[src/rtl/fetch_unit_pkg.sv]
// Shared CPU-side definitions for the instruction fetch stage: reset vector,
// fetch FSM encoding and the redirect-type priority used by the target mux.
package fetch_unit_pkg;

    localparam logic [31:0] RESET_PC_DEFAULT = 32'h0000_3000;
    localparam logic [31:0] INSTR_BYTES      = 32'd4;

    typedef enum logic {
        ST_REQ  = 1'b0,
        ST_HOLD = 1'b1
    } fetch_state_e;

    // Higher encoding wins when several D-stage redirect flags are set together.
    typedef enum logic [1:0] {
        JT_BRANCH = 2'd1,
        JT_JUMP   = 2'd2,
        JT_JR     = 2'd3
    } jump_type_e;

    function automatic jump_type_e jump_type(input logic is_jr, input logic is_jump);
        if (is_jr)
            return JT_JR;
        else if (is_jump)
            return JT_JUMP;
        else
            return JT_BRANCH;
    endfunction

endpackage

[src/rtl/fetch_unit_if.sv]
// Instruction memory request/response bundle between the fetch unit and imem.
interface fetch_unit_if;
    logic        imem_req;
    logic [31:0] imem_addr;
    logic        imem_ready;
    logic [31:0] imem_rdata;

    modport master (
        output imem_req,
        output imem_addr,
        input  imem_ready,
        input  imem_rdata
    );

    modport slave (
        input  imem_req,
        input  imem_addr,
        output imem_ready,
        output imem_rdata
    );
endinterface

[src/rtl/fetch_unit_npc.sv]
// Redirect target calculation for the instruction in D (jr > jump > branch).
module npc
    import fetch_unit_pkg::*;
(
    input  logic [31:0] fd_pc,
    input  logic        d_jump,
    input  logic        d_jr,
    input  logic [15:0] d_imm16,
    input  logic [25:0] d_imm26,
    input  logic [31:0] d_rs_val,
    output logic [31:0] target
);

    logic [31:0] pc_plus4;
    logic [31:0] br_offset;
    jump_type_e  jt;

    assign pc_plus4  = fd_pc + INSTR_BYTES;
    assign br_offset = {{14{d_imm16[15]}}, d_imm16, 2'b00};

    always_comb begin
        jt     = jump_type(d_jr, d_jump);
        target = pc_plus4 + br_offset;
        case (jt)
            JT_JR:   target = d_rs_val;
            JT_JUMP: target = {pc_plus4[31:28], d_imm26, 2'b00};
            default: target = pc_plus4 + br_offset;
        endcase
    end

endmodule

[src/rtl/fetch_unit.sv]
// Instruction fetch stage: PC, one-entry skid for stalled returns, pending
// redirect for branches resolved during a fetch bubble, and the F/D register.
module fetch_unit
    import fetch_unit_pkg::*;
#(
    parameter logic [31:0] RESET_PC = RESET_PC_DEFAULT
) (
    input  logic               clk,
    input  logic               reset_n,
    fetch_unit_if.master       bus,
    input  logic               stall,
    input  logic               d_branch,
    input  logic               cmp_out,
    input  logic               d_jump,
    input  logic               d_jr,
    input  logic [15:0]        d_imm16,
    input  logic [25:0]        d_imm26,
    input  logic [31:0]        d_rs_val,
    output logic [31:0]        fd_instr,
    output logic [31:0]        fd_pc,
    output logic               fd_valid
);

    fetch_state_e state, state_next;

    logic [31:0] pc;
    logic [31:0] skid;
    logic        pend_valid;
    logic [31:0] pend_target;

    logic        issue;
    logic        bubble;
    logic        capture_skid;
    logic        req;
    logic [31:0] issue_word;
    logic        redirect_now;
    logic [31:0] target;
    logic [31:0] pc_next;

    npc u_npc (
        .fd_pc    (fd_pc),
        .d_jump   (d_jump),
        .d_jr     (d_jr),
        .d_imm16  (d_imm16),
        .d_imm26  (d_imm26),
        .d_rs_val (d_rs_val),
        .target   (target)
    );

    always_ff @(posedge clk or negedge reset_n) begin
        if (!reset_n)
            state <= ST_REQ;
        else
            state <= state_next;
    end

    always_comb begin
        state_next   = state;
        req          = 1'b0;
        issue        = 1'b0;
        bubble       = 1'b0;
        capture_skid = 1'b0;
        issue_word   = skid;
        case (state)
            ST_REQ: begin
                req        = 1'b1;
                issue_word = bus.imem_rdata;
                if (!stall) begin
                    if (bus.imem_ready)
                        issue = 1'b1;
                    else
                        bubble = 1'b1;
                end else if (bus.imem_ready) begin
                    capture_skid = 1'b1;
                    state_next   = ST_HOLD;
                end
            end
            ST_HOLD: begin
                if (!stall) begin
                    issue      = 1'b1;
                    state_next = ST_REQ;
                end
            end
        endcase
    end

    // Branch operands are only trusted once the hazard unit releases D.
    assign redirect_now = fd_valid & ~stall & (d_jr | d_jump | (d_branch & cmp_out));

    always_comb begin
        pc_next = pc + INSTR_BYTES;
        if (redirect_now)
            pc_next = target;
        else if (pend_valid)
            pc_next = pend_target;
    end

    always_ff @(posedge clk or negedge reset_n) begin
        if (!reset_n) begin
            pc          <= RESET_PC;
            skid        <= '0;
            pend_valid  <= 1'b0;
            pend_target <= '0;
            fd_instr    <= '0;
            fd_pc       <= '0;
            fd_valid    <= 1'b0;
        end else begin
            if (capture_skid)
                skid <= bus.imem_rdata;
            if (issue) begin
                fd_instr   <= issue_word;
                fd_pc      <= pc;
                fd_valid   <= 1'b1;
                pc         <= pc_next;
                pend_valid <= 1'b0;
            end else begin
                if (bubble)
                    fd_valid <= 1'b0;
                // The delay slot has not been fetched yet; remember where to go after it.
                if (redirect_now) begin
                    pend_valid  <= 1'b1;
                    pend_target <= target;
                end
            end
        end
    end

    assign bus.imem_req  = req;
    assign bus.imem_addr = pc;

endmodule

[src/flat_wrapper.sv]
// flat-port wrapper written by rule: the top's interface ports become plain ports
module fetch_unit_flat import fetch_unit_pkg::*;
#(
    parameter logic [31:0] RESET_PC = RESET_PC_DEFAULT
)
  (clk, reset_n, stall, d_branch, cmp_out, d_jump, d_jr, d_imm16, d_imm26, d_rs_val, fd_instr, fd_pc, fd_valid, bus_imem_req, bus_imem_addr, bus_imem_ready, bus_imem_rdata);
  fetch_unit_if bus_i ();
  input  logic clk;
  input  logic reset_n;
  input  logic stall;
  input  logic d_branch;
  input  logic cmp_out;
  input  logic d_jump;
  input  logic d_jr;
  input  logic [15:0] d_imm16;
  input  logic [25:0] d_imm26;
  input  logic [31:0] d_rs_val;
  output logic [31:0] fd_instr;
  output logic [31:0] fd_pc;
  output logic fd_valid;
  output wire logic [$bits(bus_i.imem_req)-1:0] bus_imem_req;
  output wire logic [$bits(bus_i.imem_addr)-1:0] bus_imem_addr;
  input wire logic [$bits(bus_i.imem_ready)-1:0] bus_imem_ready;
  input wire logic [$bits(bus_i.imem_rdata)-1:0] bus_imem_rdata;
  assign bus_imem_req = bus_i.imem_req;
  assign bus_imem_addr = bus_i.imem_addr;
  assign bus_i.imem_ready = bus_imem_ready;
  assign bus_i.imem_rdata = bus_imem_rdata;
  fetch_unit #(.RESET_PC(RESET_PC)) u_core (.clk(clk), .reset_n(reset_n), .bus(bus_i), .stall(stall), .d_branch(d_branch), .cmp_out(cmp_out), .d_jump(d_jump), .d_jr(d_jr), .d_imm16(d_imm16), .d_imm26(d_imm26), .d_rs_val(d_rs_val), .fd_instr(fd_instr), .fd_pc(fd_pc), .fd_valid(fd_valid));
endmodule
[config.mk]
export PLATFORM = sky130hd
export DESIGN_NAME = fetch_unit_flat
export DESIGN_NICKNAME = d
export VERILOG_FILES = /design/src/rtl/fetch_unit_pkg.sv /design/src/rtl/fetch_unit_if.sv /design/src/rtl/fetch_unit_npc.sv /design/src/rtl/fetch_unit.sv /design/src/flat_wrapper.sv
export SDC_FILE = /design/constraint.sdc
export NUM_CORES = 1
export LEC_CHECK = 0
export CORE_MARGIN = 8
export CORE_UTILIZATION = 40
export DETAILED_ROUTE_END_ITERATION = 8
export MAX_ROUTING_LAYER = met4
export PLACE_DENSITY = 0.68
export RECOVER_POWER = 100
export SYNTH_ARGS = -nofsm -noshare
export SYNTH_HDL_FRONTEND = slang
export SYNTH_SLANG_ARGS = --single-unit
[constraint.sdc]
create_clock -name clk -period 3.7 [get_ports clk]
set_input_delay 0.555 -clock clk [delete_from_list [all_inputs] [get_ports clk]]
set_output_delay 0.555 -clock clk [all_outputs]
set_load 0.02 [all_outputs]
==> qor.txt <==
Failing checks -> capacitance limit, slew limit
Synth top area cells -> dfrtp_1, nand2_1, o21ai_0, mux2i_1, mux2_2
# fillers -> 2339
First-pass GRT wire length -> 55830 µm
Worst reg2reg path depth -> 17
Reg area -> 0.004083 mm²
Maximum clock rate -> 0.2757 GHz
Layout Utilization -> 54.98%
Worst-Skew Late Latency -> 0.43 ns
Reg2reg setup slack -> 0.07 ns
Final WL -> 36110 µm
Pin count of the biggest net entering global routing -> 91
Least-Margin Pin Slew -> 2.296 ns
Total grt overflow -> 0
Initial antenna violation count -> 3
Syn-to-layout area delta -> 36.77%
Fin area -> 0.01412 mm²
Post-synthesis cell count -> 1189
Sequential element share of the synthesized area -> 39.52%
Final period utilization -> 98.02%
Reg-to-Reg End -> u_core.bus.imem_addr[27]
Hold EP -> u_core.fd_instr[24]
P per Cell Area -> 570.3 mW/mm²
HP Class -> flip-flop to flip-flop
Synth Area per Inst -> 8.686 µm²
EDFF count, synth -> 0
Clk pin slew, worst setup/hold paths -> 0.07 ns
Min cycle time layout -> 3.627 ns
Num ports -> 212
Vias in the first global route -> 9867
CTS tree -> built
Pleak -> 6.204 nW
Most frequent cell after synthesis -> nand2_1
Multi-input gate area -> 0.006131 mm²
Synth top cells by count -> nand2_1, dfrtp_1, o21ai_0, nor2_1, a21oi_1
Share of layout cells above drive strength 1 -> 15.33%
Cts hold-fix bufs -> 0
Status -> complete, but fails checks
Initial core utilization -> 40.20%
Drt drc -> 0
Slew headroom -> -53.04%
HP Start -> u_core.fd_instr[24]
Post-Syn Nets -> 1339
Startpoint Class -> flip-flop
Die width -> 176.7 µm
Placer Congestion -> 0.9602
Layout Cells excl Fill -> 1799
Final hold vios -> 0
Yosys top cell by area -> dfrtp_1
Final slew viol count -> 91
DP HPWL -> 27050 µm
Crit. End Element -> flip-flop
Crit path DAT -> 3.99 ns
Peak VDD IR -> 0.2602 mV
Row Count -> 59
Full die area -> 0.03122 mm²
Worst setup path category -> flip-flop to flip-flop
Clk buf depth -> 2
Placed Cells -> 1752
Top FF cell, synth -> dfrtp_1
Sum Neg Setup Slack -> 0 ns
Drt first-iter violations -> 885
Worst Slack Setup Final -> 0.07326 ns
Reg-to-reg startpoint -> u_core.fd_pc[2]
Detail Route Antenna Nets -> 0
Core area -> 0.02569 mm²
Placed cell areas -> 0.01328 mm²
Max Cap Viol -> 1
H-tree Lvls -> 4
Synth top area share -> 39.01%
Wire length per cell -> 20.07 µm
Synth Warn # -> 0
Clock Sinks -> 163
Final setup fails -> 0
Nets -> 1598
Total track usage -> 23.49%
Post-synthesis async set-or-reset flop share -> 100.0%
Hold path depth -> 2
# port buffers -> 211
Synth unique cells -> 75
Required time of the worst setup path -> 4.06 ns
Synthesized area -> 0.01033 mm²
Vias -> 10.01k
Initial DRT Pass Iterations -> 5
Post-Place Worst Slack -> -0.1490 ns
CTS buffer count -> 17
Clock skew -> 0.008753 ns
FF+latch count, synth -> 163
RSZ-0062 raised after global routing -> true
Die height -> 176.7 µm
Crit-path max FO -> 6
Vias per inst -> 5.565
Root Buffer -> clkbuf_16
## worst max-delay path: stages, from the launching register on
cell and delay, ns:
dfrtp_1 0.40, and3_4 0.21, nand4_1 0.24, nor2_2 0.26, buf_6 0.14, nand3_1 0.09
xnor2_1 0.14, ha_2 0.41, nand4_1 0.25, buf_4 0.23, nor4_4 0.16, buf_4 0.17
a21oi_4 0.08, a21o_1 0.18, a211oi_1 0.24, buf_4 0.19, nand2_1 0.05, a21oi_1 0.11
## layout make-up
cell class	count	area share, %
Multi-Input combinational cell	940	43.41
Sequential cell	163	28.90
Timing Repair Buffer	307	20.15
Clock buffer	19	3.136
Tap cell	335	2.967
Clock inverter	13	0.8770
Inverter	19	0.5049
Antenna cell	3	0.05315
## sequential cells by signal, summed over array words and instances (netlist names)
signal	cells
u_core.bus.imem_addr	32
u_core.fd_instr	32
u_core.skid	32
u_core.pend_target	32
u_core.fd_pc	32
u_core.state	1
u_core.pend_valid	1
u_core.fd_valid	1
## placed cells by master, fill, tap and decap left out, types with 7 or more instances in the layout
master,Yosys,final
nand2_1,230,229
clkdlybuf4s50_1,0,174
dfrtp_1,161,160
o21ai_0,104,103
buf_4,0,90
nor2_1,71,68
a21oi_1,64,62
mux2i_1,49,48
mux2_2,40,40
xnor2_1,39,36
dlygate4sd3_1,0,36
nand3_1,34,33
ha_1,35,30
xor2_1,26,25
nand4_1,22,22
a21o_1,22,22
inv_1,19,19
clkbuf_16,0,17
nor3_1,19,15
o211ai_1,14,14
and3_1,12,11
a31oi_1,11,10
o21a_1,10,10
o31ai_1,10,10
nand2b_1,9,9
o22ai_1,10,9
a22oi_1,8,8
and2_1,8,7
a211oi_1,7,7
## through the flow
| stage | power (mW) | hold slack, ns |
|---|---|---|
| CTS | 7.988 | 0.2256 |
| global route | 8.525 | 0.5014 |
| global placement | 6.215 | 0.4585 |
| detailed placement | 6.241 | 0.4693 |
| floorplan | 4.621 | 0.2594 |
| finish | 8.055 | 0.4736 |
## cells by family after synthesis
logic type | Yosys count | share of synthesized area [%]
and+or+nand+nor | 441 | 19.43
buffers and inverters | 86 | 3.247
DFF | 163 | 39.52
adders and majority gates | 36 | 4.434
muxes | 89 | 9.111
AOI/OAI and AO/OA | 309 | 18.74
xor gates and xnor gates | 65 | 5.513
## power breakdown
part / internal (mW) / switching (mW)
sequential: 2.23 / 0.452
clock: 0.952 / 0.761
combinational: 1.70 / 1.96
## metal layers
metal / wire length (µm) / vias to the layer above / part of all wire (%) / global-route usage, %
met1: 16250 / 4787 / 45 / 31.13
li1: - / 4766 / - / -
met3: 3122 / 49 / 8.6 / 6.486
met2: 15970 / 410 / 44 / 34.59
met4: 767 / 0 / 2.1 / 6.865
met5: 0 / - / 0 / -
## what timing repair did
action / 4_1_cts / 5_1_grt
pin swaps: 0 / 17
setup buffers: 0 / 12
endpoints found under the setup margin: 2 / 20
gates resized for setup: 1 / 41
## how the worst max path moves through the flow
stage | start | end | slack (ns) | cells after the start
3_3_place_gp | u_core.fd_pc[4] | u_core.bus.imem_addr[23] | -0.08 | 13
6_report | u_core.fd_pc[2] | u_core.bus.imem_addr[27] | 0.07 | 17
4_1_cts | u_core.fd_pc[4] | u_core.bus.imem_addr[23] | 0.002 | 14
3_5_place_dp | u_core.fd_pc[4] | u_core.bus.imem_addr[23] | -0.15 | 14
5_1_grt | u_core.fd_pc[4] | u_core.pend_target[24] | -0.07 | 15
2_1_floorplan | u_core.fd_pc[15] | u_core.bus.imem_addr[30] | 0.17 | 15
No activity file was read; power rests on OpenSTA's default activity.
